$ cat src/rtl/nn_mlp_sequencer.sv
// Issue and writeback controller driving one shared half-precision MAC through the 784-50-10 MLP.
// Layer 1 must fully drain into the hidden buffer before any layer-2 operation is issued.
module nn_mlp_sequencer #(
    parameter int LAYER1_NEURONS = 784,
    parameter int LAYER2_NEURONS = 50,
    parameter int OUTPUT_NODES   = 10,
    localparam int RW = $clog2(LAYER1_NEURONS),
    localparam int CW = $clog2(LAYER2_NEURONS),
    localparam int OW = $clog2(OUTPUT_NODES)
) (
    input  logic          clk,
    input  logic          rst_n,
    input  logic          start,
    output logic          busy,
    output logic          done,
    output logic          op_valid,
    input  logic          mac_ready,
    output logic          op_first,
    output logic          op_last,
    output logic [1:0]    w_bank,
    output logic [RW-1:0] w_row,
    output logic [CW-1:0] w_col,
    output logic          x_sel,
    output logic [RW-1:0] x_addr,
    input  logic          res_valid,
    output logic          hid_we,
    output logic [CW-1:0] hid_addr,
    output logic          out_we,
    output logic [OW-1:0] out_addr
);

    typedef enum logic [2:0] {
        IDLE,
        L1_ISSUE,
        L1_DRAIN,
        L2_ISSUE,
        L2_DRAIN,
        FIN
    } state_t;

    localparam logic [RW-1:0] L1_ROW_MAX = RW'(LAYER1_NEURONS - 1);
    localparam logic [RW-1:0] L2_ROW_MAX = RW'(LAYER2_NEURONS - 1);
    localparam logic [CW-1:0] L1_COL_MAX = CW'(LAYER2_NEURONS - 1);
    localparam logic [CW-1:0] L2_COL_MAX = CW'(OUTPUT_NODES - 1);
    localparam logic [CW:0]   HID_TOTAL  = (CW+1)'(LAYER2_NEURONS);
    localparam logic [OW:0]   OUT_TOTAL  = (OW+1)'(OUTPUT_NODES);

    state_t        state, state_nxt;
    logic [RW-1:0] row;
    logic [CW-1:0] col;
    logic          in_prod;
    logic [CW:0]   outstanding;
    logic [CW:0]   hid_cnt;
    logic [OW:0]   out_cnt;

    logic          issuing, in_l2, hs, row_end, layer_end, issue_last;
    logic          res_take, hid_full, out_full;
    logic [RW-1:0] row_max;
    logic [CW-1:0] col_max;

    // in_prod=0 means the next op for the current neuron/node is its bias load
    assign issuing    = (state == L1_ISSUE) || (state == L2_ISSUE);
    assign in_l2      = (state == L2_ISSUE);
    assign row_max    = in_l2 ? L2_ROW_MAX : L1_ROW_MAX;
    assign col_max    = in_l2 ? L2_COL_MAX : L1_COL_MAX;
    assign hs         = issuing && mac_ready;
    assign row_end    = in_prod && (row == row_max);
    assign layer_end  = row_end && (col == col_max);
    assign issue_last = hs && row_end;

    // Results arriving with nothing in flight are protocol errors and are dropped
    assign res_take = res_valid && (outstanding != '0);
    assign hid_full = (hid_cnt == HID_TOTAL);
    assign out_full = (out_cnt == OUT_TOTAL);
    assign hid_we   = res_take && !hid_full;
    assign out_we   = res_take && hid_full && !out_full;
    assign hid_addr = hid_cnt[CW-1:0];
    assign out_addr = out_cnt[OW-1:0];

    always_ff @(posedge clk or negedge rst_n) begin
        if (!rst_n) begin
            state <= IDLE;
        end else begin
            state <= state_nxt;
        end
    end

    always_comb begin
        state_nxt = state;
        busy      = (state != IDLE);
        done      = (state == FIN);
        op_valid  = issuing;
        op_first  = issuing && !in_prod;
        op_last   = issuing && row_end;
        w_bank    = issuing ? {in_l2, !in_prod} : 2'b00;
        w_row     = row;
        w_col     = col;
        x_sel     = in_l2;
        x_addr    = row;
        case (state)
            IDLE:     if (start) state_nxt = L1_ISSUE;
            L1_ISSUE: if (hs && layer_end) state_nxt = L1_DRAIN;
            L1_DRAIN: if ((outstanding == '0) && hid_full) state_nxt = L2_ISSUE;
            L2_ISSUE: if (hs && layer_end) state_nxt = L2_DRAIN;
            L2_DRAIN: if (out_full) state_nxt = FIN;
            FIN:      state_nxt = IDLE;
            default:  state_nxt = IDLE;
        endcase
    end

    // Issue counters only move on a handshake, so a stalled op holds every field
    always_ff @(posedge clk or negedge rst_n) begin
        if (!rst_n) begin
            row         <= '0;
            col         <= '0;
            in_prod     <= 1'b0;
            outstanding <= '0;
            hid_cnt     <= '0;
            out_cnt     <= '0;
        end else begin
            if ((state == IDLE) && start) begin
                row     <= '0;
                col     <= '0;
                in_prod <= 1'b0;
                hid_cnt <= '0;
                out_cnt <= '0;
            end
            if (hs) begin
                if (!in_prod) begin
                    in_prod <= 1'b1;
                    row     <= '0;
                end else if (row == row_max) begin
                    in_prod <= 1'b0;
                    row     <= '0;
                    col     <= (col == col_max) ? '0 : col + CW'(1);
                end else begin
                    row <= row + RW'(1);
                end
            end
            if (issue_last && !res_take) begin
                outstanding <= outstanding + (CW+1)'(1);
            end else if (res_take && !issue_last) begin
                outstanding <= outstanding - (CW+1)'(1);
            end
            if (hid_we) hid_cnt <= hid_cnt + (CW+1)'(1);
            if (out_we) out_cnt <= out_cnt + (OW+1)'(1);
        end
    end

endmodule

$ cat config.mk
export PLATFORM = sky130hd
export DESIGN_NAME = nn_mlp_sequencer
export DESIGN_NICKNAME = d
export VERILOG_FILES = /design/src/rtl/nn_mlp_sequencer.sv
export SDC_FILE = /design/constraint.sdc
export NUM_CORES = 1
export LEC_CHECK = 0
export BUFFER_PORTS_ARGS = -buffer_cell sky130_fd_sc_hd__buf_2
export CORE_MARGIN = 4
export CORE_UTILIZATION = 51
export CTS_CLUSTER_DIAMETER = 200
export DETAILED_ROUTE_END_ITERATION = 12
export HOLD_SLACK_MARGIN = 0.08
export MAX_ROUTING_LAYER = met4
export PLACE_DENSITY_LB_ADDON = 0.15
export SYNTH_ARGS = -nofsm -noshare
export SYNTH_HDL_FRONTEND = slang
export SYNTH_SLANG_ARGS = --single-unit
$ cat constraint.sdc
create_clock -name clk -period 9.3 [get_ports clk]
set_input_delay 0.465 -clock clk [delete_from_list [all_inputs] [get_ports clk]]
set_output_delay 0.465 -clock clk [all_outputs]
set_load 0.005 [all_outputs]
==> flow_summary.toml, run 1 <==
[worst_hold_path]
hold_class = "input port to async pin"

[worst_setup_path]
crit_type = "flip-flop to flip-flop"
startpoint_type = "flip-flop"
cp-end-kind = "flip-flop"
crit_required_ns = 9.53
crit_buf_inv = 1
critPathSlowestCell = "dfrtp_1"
crit_arrival_ns = 3.74
cpPeakStageDelay_ns = 0.48
critical-path-top-delay-family = "simple AND/OR/NAND/NOR gates"
crit_top_cell = "nor2_1"
crit_path_max_fanout = 10
cp_cell_sequence = "nand3b_1 -> nor4_1 -> nor2_1 -> nor2_1 -> ha_1 -> inv_1 -> fa_1 -> a21o_1 -> a31oi_1 -> nor3_1 -> a211oi_1 -> xnor2_1"

[global_route]
grt_pass1_vias = 2106
grt_max_degree = 40
antenna_found_initial = 0
grt_usage = 0.207
gr-total-overflow = 0
grt_pass1_wl_um = 10100

[pwr]
seqPwrFrac = 0.501
internal-power_w = 0.000276
p_sw_frac = 0.260
powerDensity_mw_per_mm2 = 130
clkPwrFrac = 0.388
pwr-share-comb = 0.111
switchingPower_w = 0.0000972
power_w = 0.000373
p_leak_nw = 1.48
ir_drop_mv = 0.0716

[cts]
cts_root_buf = "clkbuf_8"
postCtsHoldBufs = 0
cts_tree = "built"
clkLatencyLatePin_ns = 0.30
cts_buffers = 5
cts_max_path_buffers = 2
htreeDepth = 2
postCtsSetupBuffers = 0
cts.clk_slew.worst_paths_ns = 0.08
clkSinkCount = 39
cts_resized = 0

[timing]
rsz0062_at_grt = "no"
setup_viol = 0
fin_crit_sh = 0.378
post-route-min-period_ns = 3.51
worst_slew_pin_slew_ns = 0.885
slew_viol_final = 0
fmax_mhz = 285
tns_ns = 0
clock_skew_ns = 0.00873
hold_violations = 0
finalWorstSetupSlack_ns = 5.79
slew_headroom = 0.410

[synth]
synth_warnings = 0
yosys.area.top_type = "dfrtp_1"
syn_nets = 310
synth_area_mm2 = 0.00264
synth_cell_types = 53
synth_edf_count = 0
synthCells = 291
synthMuxAreaShare = 0.0199
synth_xor_area_frac = 0.0299
synth_top_family_by_area = "simple AND/OR/NAND/NOR gates"
yosysSeqAreaShare = 0.370
synth_top_area_frac = 0.370
synthSimpleGateAreaFrac = 0.263
syn_area_per_cell_um2 = 9.06
synth-compound-area-share = 0.157
synth.most_common_cell = "dfrtp_1"
ys_ff_latch = 39
async_flop_share = 1.00
synthTopCellsByArea = "dfrtp_1 (37%), ha_1 (6.2%), buf_4 (6.0%)"
synthAdderAreaFrac = 0.0693
synth_commonest_cells = "dfrtp_1 (39), nand3_1 (25), o21ai_0 (25)"
ys.flop_type = "dfrtp_1"

[place]
place.port_buffers = 50
dp_hpwl_um = 4160
gp_congestion = 0.790
dp_slack_ns = 5.81

[cells_and_area]
n_antenna_cell = 0
syn2layout_area_growth_pct = 9.25
drive_gt1_frac = 0.223
final_nets = 337

[run]
drv.max_cap_violation_count = 0

[die]
io_pins = 51
core-area_mm2 = 0.00485
chipHeight_um = 79.9
start_util = 0.544
die_x_um = 79.9
rows = 25
die_area_mm2 = 0.00638

[detailed_routing]
wl_per_cell_um = 14.9
drtIter0Drc = 122
dr.pass1.iters = 4
routed_via_density = 5.60
vias = 2160
routed_wl_um = 5750
drc = 0
antenna_left = 0

[outcome]
outcome = "finished clean"
==> registers in the layout (all words and copies together), names as in the netlist <==
signal / flops
w_row: 10
hid_cnt: 7
outstanding: 7
w_col: 6
out_cnt: 5
state: 3
in_prod: 1
==> final cells by class <==
type,count,area [µm²]
clock buffers,5,68.8
fillers,450,1970
repair buffers,50,250
clock inverters,3,43.8
multi-input cells,212,1420
well taps,67,83.8
inverters,10,37.5
flip-flops and latches,39,976
==> per-stage QoR <==
stage	cells	area (µm²)	util	hold slack (ns)
2_1_floorplan	291	2640	-	0.169
3_3_place_gp	378	2770	0.571	0.457
3_5_place_dp	378	2770	0.571	0.491
4_1_cts	386	2880	0.594	0.319
5_1_grt	386	2880	0.594	0.348
6_report	386	2880	0.594	0.277
==> worst reg2reg max path, delay by kind of cell, from the launching register on <==
family	cells	cell delay (ns)
AND/OR/NAND/NOR	5	1.23
AO/OA/AOI/OAI	3	0.72
adder cells (fa/ha/maj)	2	0.69
flip-flops	1	0.48
buffers and inverters	1	0.17
XOR/XNOR	1	0.16
==> power groups by stage <==
stage	Sequential (W)	Clock [W]	Combinational, W
floorplan	0.000189	0	0.0000292
global route	0.000189	0.000156	0.0000464
detailed placement	0.000190	0	0.0000421
finish	0.000187	0.000145	0.0000415
CTS	0.000187	0.000148	0.0000423
global placement	0.000189	0	0.0000415
==> final timing paths <==
path | to | depth (start not counted) | slack [ns] | start
hold / removal | w_row[8] | 1 | 0.28 | rst_n
max in group asynchronous | out_cnt[1] | 1 | 8.46 | rst_n
hold reg to reg | outstanding[6] | 1 | 0.50 | outstanding[6]
min in group clk | in_prod | 3 | 0.50 | mac_ready
setup / recovery | outstanding[6] | 12 | 5.79 | state[2]
setup reg to reg | outstanding[6] | 12 | 5.79 | state[2]
==> kinds of logic (layout without fill, tap and decap cells) <==
logic type | Yosys count | count (layout)
buffers and inverters | 40 | 68
muxes | 5 | 5
adders and majority gates | 14 | 14
DFF | 39 | 39
AOI/OAI and AO/OA | 63 | 63
and+or+nand+nor | 121 | 121
xor gates and xnor gates | 9 | 9
==> placed cells by master, fill, tap and decap left out, drive strengths merged, types with 4 or more instances in the layout <==
master,instances
buf,50
dfrtp,39
o21ai,27
nand3,25
nand2,22
nor2,15
ha,13
a21o,12
inv,10
a21oi,8
xnor2,7
or3,6
nor3b,6
or2,5
nor4,5
and3,5
nor3,5
clkbuf,5
and4,4
==> routing by layer <==
layer,vias to the layer above,part of all wire,global-route usage
met1,1016,0.47,0.272
met2,41,0.47,0.319
met5,-,0,-
met3,4,0.044,0.0418
met4,0,0.012,0.0676
li1,1099,-,-
No activity file was read; power rests on OpenSTA's default activity.
==> inputs of run 2 (changes only) <==
--- a/config.mk
+++ b/config.mk
@@ -7,7 +7,7 @@
 export LEC_CHECK = 0
 export BUFFER_PORTS_ARGS = -buffer_cell sky130_fd_sc_hd__buf_2
 export CORE_MARGIN = 4
-export CORE_UTILIZATION = 51
+export CORE_UTILIZATION = 50
 export CTS_CLUSTER_DIAMETER = 200
 export DETAILED_ROUTE_END_ITERATION = 12
 export HOLD_SLACK_MARGIN = 0.08
==> constraint.sdc (replaced) <==
create_clock -name clk -period 3.2 [get_ports clk]
set_input_delay 0.16 -clock clk [delete_from_list [all_inputs] [get_ports clk]]
set_output_delay 0.16 -clock clk [all_outputs]
set_load 0.005 [all_outputs]
==> run 2 against run 1 <==
Compared with the run above: core utilization down 0.46 points; count of clock-buffer cells in the layout up 1; final cell count up 5.2%; clock power up 130%; critical endpoint unchanged.
==> flow_summary.toml, run 2 (same netlist as run 1, synthesis figures left out) <==
[pwr]
power_w = 0.00102
powerDensity_mw_per_mm2 = 339
p_leak_nw = 1.56
ir_drop_mv = 0.239

[cells_and_area]
drive_gt1_frac = 0.271
fin_area_mm2 = 0.00301
n_antenna_cell = 0
final_cell_mix = "buf_2 (50), dfrtp_1 (38), o21ai_0 (25)"
fin_util = 0.589
final_nets = 354
syn2layout_area_growth_pct = 14.2
largest_reg_flops = 10
final_common_cell = "buf_2"

[timing]
tns_ns = 0
fmax_mhz = 330
setup_viol = 0
hold_violations = 0
fin_crit_sh = 0.947
slew_headroom = 0.408
clock_skew_ns = 0.00545
worst_slew_pin_slew_ns = 0.888
finalWorstSetupSlack_ns = 0.171
post-route-min-period_ns = 3.03
slew_viol_final = 0

[detailed_routing]
wl_per_cell_um = 14.5
drc = 0
dr.pass1.iters = 4
vias = 2260
drtIter0Drc = 74
routed_via_density = 5.57
routed_wl_um = 5870
antenna_left = 0

[worst_setup_path]
cpPeakStageDelay_ns = 0.57
crit_required_ns = 3.42
critical-path-top-delay-family = "simple AND/OR/NAND/NOR gates"
crit_path_max_fanout = 6
crit_type = "flip-flop to flip-flop"
ff2ff_path_depth = 12
crit_arrival_ns = 3.25
cp_cell_sequence = "or4_4 -> nor4_4 -> nor2_1 -> nor2_1 -> ha_2 -> inv_2 -> fa_1 -> a21o_1 -> a31oi_1 -> nor3_1 -> a211oi_1 -> xnor2_1"
cp-end-kind = "flip-flop"
startpoint_type = "flip-flop"
crit_top_cell = "nor2_1"
crit_buf_inv = 1
critPathSlowestCell = "or4_4"
cp.depth = 12

[worst_hold_path]
hold_class = "input port to flip-flop"
min_path_cells = 3

[die]
core-area_mm2 = 0.00511
start_util = 0.516
io_pins = 51
die_area_mm2 = 0.00650
rows = 26
die_x_um = 80.6
chipHeight_um = 80.6

[global_route]
grt_max_degree = 40
gr-total-overflow = 0
grt_pass1_wl_um = 9600
grt_usage = 0.196
antenna_found_initial = 0
grt_pass1_vias = 1980

[cts]
htreeDepth = 2
cts_max_path_buffers = 2
cts_root_buf = "clkbuf_8"
cts_buffers = 5
clkSinkCount = 39
cts_tree = "built"
clkLatencyLatePin_ns = 0.29
cts.clk_slew.worst_paths_ns = 0.08

[outcome]
outcome = "finished clean"

[run]
drv.max_cap_violation_count = 0

[place]
place.port_buffers = 50
dp_hpwl_um = 4340
dp_slack_ns = 0.0112
placed_cell_area_mm2 = 0.00289
gp_congestion = 0.888
-- run 2: through the flow --
stage,hold slack (ns),instances
2_1_floorplan,-0.136,291
3_3_place_gp,0.339,397
3_5_place_dp,0.346,397
4_1_cts,0.212,406
5_1_grt,0.217,406
6_report,0.222,406
-- run 2: what timing repair did --
action	in CTS	in global routing
endpoints found under the hold margin	39	0
endpoints found under the setup margin	0	3
setup buffers	0	0
hold buffers	1	0
resized for setup	0	6
-- run 2: power breakdown --
group          switching (W)  internal (W)  leakage (nW)
clock               0.000178      0.000152        0.0412
combinational      0.0000857     0.0000784         0.995
sequential         0.0000142      0.000511         0.522
total               0.000277      0.000742          1.56
-- run 2: area by class of cell --
class | count | area, µm²
multi-input cells | 212 | 1440
repair buffers | 67 | 380
well taps | 70 | 87.6
clock buffers | 6 | 72.6
clock inverters | 2 | 12.5
fillers | 470 | 2100
inverters | 10 | 37.5
flip-flops and latches | 39 | 977
-- run 2: final timing paths --
path / startpoint / endpoint / slack [ns]
min in group asynchronous: rst_n / w_row[4] / 0.51
worst max-delay path: w_row[2] / outstanding[6] / 0.17
worst min register to register: outstanding[6] / outstanding[6] / 0.48
worst max register to register: w_row[2] / outstanding[6] / 0.17
max in group asynchronous: rst_n / state[2] / 2.06
worst min-delay path: mac_ready / in_prod / 0.22
-- run 2: worst min-delay path: stages --
cell,delay [ns]
buf_2,0.12
nand2_1,0.09
o21ai_0,0.09
-- run 2: layer usage --
metal | GRT usage | vias up | wire (µm)
met5 | - | - | 0
met4 | 0.0557 | 0 | 61
met3 | 0.0336 | 5 | 207
met2 | 0.325 | 37 | 2890
met1 | 0.245 | 1088 | 2710
li1 | - | 1130 | -
==> inputs of run 3 (changes only) <==
--- a/config.mk
+++ b/config.mk
@@ -5,6 +5,7 @@
 export SDC_FILE = /design/constraint.sdc
 export NUM_CORES = 1
 export LEC_CHECK = 0
+export ABC_AREA = 1
 export BUFFER_PORTS_ARGS = -buffer_cell sky130_fd_sc_hd__buf_2
 export CORE_MARGIN = 4
 export CORE_UTILIZATION = 50
==> run 3 against run 2 <==
Compared with the run above: worst hold slack got worse by 0.0042 ns; largest power group is now combinational logic; clock power increased by 23%; final cell count increased by 6.9%; final area decreased by 3.1%; critical path type unchanged.
==> flow_summary.toml, run 3 <==
[pwr]
ir_drop_mv = 0.373
internal-power_w = 0.00126
clkPwrFrac = 0.184
pwr-share-comb = 0.450
seqPwrFrac = 0.365
p_sw_frac = 0.426
powerDensity_mw_per_mm2 = 754
switchingPower_w = 0.000936
p_leak_nw = 1.51

[place]
place.port_buffers = 50
placed_cell_area_mm2 = 0.00280
gp_congestion = 0.854
dp_hpwl_um = 4040

[timing]
slew_headroom = 0.419
rsz0062_at_grt = "no"
slew_viol_final = 0
fmax_mhz = 357
hold_violations = 0
post-route-min-period_ns = 2.80
worst_slew_pin_slew_ns = 0.871
setup_viol = 0
clock_skew_ns = 0.00762
tns_ns = 0
fin_crit_sh = 0.876

[global_route]
groute.layer.met3.usage = 0.0415
grt_max_degree = 40
grt_pass1_wl_um = 9040
met1_usage = 0.242
met2_usage = 0.286
grt_pass1_vias = 1954
busiest_layer = "met2"
antenna_found_initial = 0
grt_usage = 0.183
gr-total-overflow = 0

[detailed_routing]
antenna_left = 0
vias = 2131
routed_wl_um = 5300
wl_per_cell_um = 12.2
drtIter0Drc = 64
routed_via_density = 4.91
drc = 0
dr.pass1.iters = 5

[synth]
synthTopCellsByArea = "dfrtp_1 (37%), nand2_1 (7.4%), inv_1 (6.9%)"
ys_ff_latch = 39
synth_warnings = 0
synth_top_area_frac = 0.372
synth_cell_types = 36
async_flop_share = 1.00
synth_commonest_cells = "nand2_1 (52), inv_1 (48), dfrtp_1 (39)"
synth_edf_count = 0
synthCells = 328
synthMuxAreaShare = 0
synthAdderAreaFrac = 0.0696
yosys.area.top_type = "dfrtp_1"
synth-compound-area-share = 0.106
synth_area_mm2 = 0.00263
syn_nets = 347
syn_area_per_cell_um2 = 8.01
ys.flop_type = "dfrtp_1"
synth.most_common_cell = "nand2_1"
synth_xor_area_frac = 0.0534
synth_top_family_by_area = "simple AND/OR/NAND/NOR gates"
yosysSeqAreaShare = 0.372
synthSimpleGateAreaFrac = 0.258

[die]
chipHeight_um = 80.5
io_pins = 51
die_area_mm2 = 0.00648
rows = 26
start_util = 0.514
core-area_mm2 = 0.00511
die_x_um = 80.5

[run]
drv.max_cap_violation_count = 0

[cts]
cts_root_buf = "clkbuf_8"
clkLatencyLatePin_ns = 0.29
postCtsHoldBufs = 1
cts_max_path_buffers = 2
cts_buffers = 5
clkSinkCount = 39
cts_resized = 0
htreeDepth = 2
postCtsSetupBuffers = 0
cts_tree = "built"
cts.clk_slew.worst_paths_ns = 0.08

[cells_and_area]
fin_area_mm2 = 0.00292
syn2layout_area_growth_pct = 11.1
largest_reg_flops = 10
final_cell_mix = "nand2_1 (52), buf_2 (50), inv_1 (48)"
fin_util = 0.571
n_antenna_cell = 0
final_nets = 383
drive_gt1_frac = 0.253
final_common_cell = "nand2_1"

[worst_setup_path]
crit_type = "flip-flop to flip-flop"
crit_required_ns = 3.38
crit_arrival_ns = 2.98
startpoint_type = "flip-flop"
cp-end-kind = "flip-flop"
cpPeakStageDelay_ns = 0.42
cp_cell_sequence = "inv_2 -> nand3_2 -> inv_2 -> nand3_1 -> nand2_2 -> nand3_4 -> clkinv_4 -> ha_1 -> inv_1 -> fa_1 -> nand3_1 -> nand3_1 -> nand2_1 -> nand2_1 -> a21oi_1 -> nor2_1 -> o21ai_0 -> nand2_1"
critPathSlowestCell = "fa_1"
crit_path_max_fanout = 7

[outcome]
outcome = "finished clean"

[worst_hold_path]
hold_class = "input port to flip-flop"
-- run 3: changes by cell type in the layout (fill, tap and decap cells not counted), sizes merged, moves of 5 or more --
cell   before  now
nor2       15   32
nand3      25   32
o21ai      27   18
nor4        5    0
nand2      22   62
or3         6    0
nor3b       6    0
inv        10   53
o22ai       1   10
xor2        2   12
buf        66   50
a21o       12    0
and3        5    0
-- run 3: worst paths after layout --
check	from	endpoint	slack, ns	cells after the start
worst max-delay path	state[2]	outstanding[6]	0.40	18
worst min-delay path	mac_ready	w_row[0]	0.22	3
worst max register to register	state[2]	outstanding[6]	0.40	18
worst min register to register	outstanding[5]	outstanding[5]	0.56	2
max in group asynchronous	rst_n	w_col[3]	2.13	2
min in group asynchronous	rst_n	outstanding[3]	0.51	2
-- run 3: layout make-up --
type	count	area (µm²)
multi-input combinational	213	1280
clock inverter	2	37.5
tap	70	87.6
sequential	39	976
clock buffer	5	68.8
fill	492	2190
inverter	54	208
timing repair buffer	51	260
-- run 3: stage by stage --
stage | setup WS [ns] | total power [W] | hold WS, ns | instances
2_1_floorplan | 0.655 | 0.00159 | -0.136 | 328
3_3_place_gp | 0.486 | 0.00180 | 0.333 | 426
3_5_place_dp | 0.400 | 0.00182 | 0.332 | 426
4_1_cts | 0.389 | 0.00224 | 0.203 | 434
5_1_grt | 0.0475 | 0.00243 | 0.209 | 434
6_report | 0.396 | 0.00220 | 0.217 | 434
-- run 3: critical path, delay by kind of cell, from the launching register on --
family,cells,cell delay [ns]
and+or+nand+nor,10,0.90
adders and majority gates,2,0.60
DFF,1,0.41
AOI/OAI and AO/OA,2,0.32
buffers and inverters,4,0.45
-- run 3: power groups by stage --
| stage | registers (W) | logic (W) | clock network (W) |
|---|---|---|---|
| 2_1_floorplan | 0.000783 | 0.000807 | 0 |
| 3_3_place_gp | 0.000813 | 0.000982 | 0 |
| 3_5_place_dp | 0.000814 | 0.00100 | 0 |
| 4_1_cts | 0.000806 | 0.00101 | 0.000422 |
| 5_1_grt | 0.000836 | 0.00115 | 0.000444 |
| 6_report | 0.000804 | 0.000991 | 0.000406 |
-- run 3: cells by family after synthesis --
family,Yosys count
buffers and inverters,76
XOR/XNOR,16
flip-flops,39
AND/OR/NAND/NOR,140
AO/OA/AOI/OAI,43
adder cells (fa/ha/maj),14
-- run 3: layer usage --
layer,vias to the layer above,wire length (µm)
met5,-,0
met4,0,61
met3,5,271
met2,51,2420
met1,973,2540
li1,1102,-
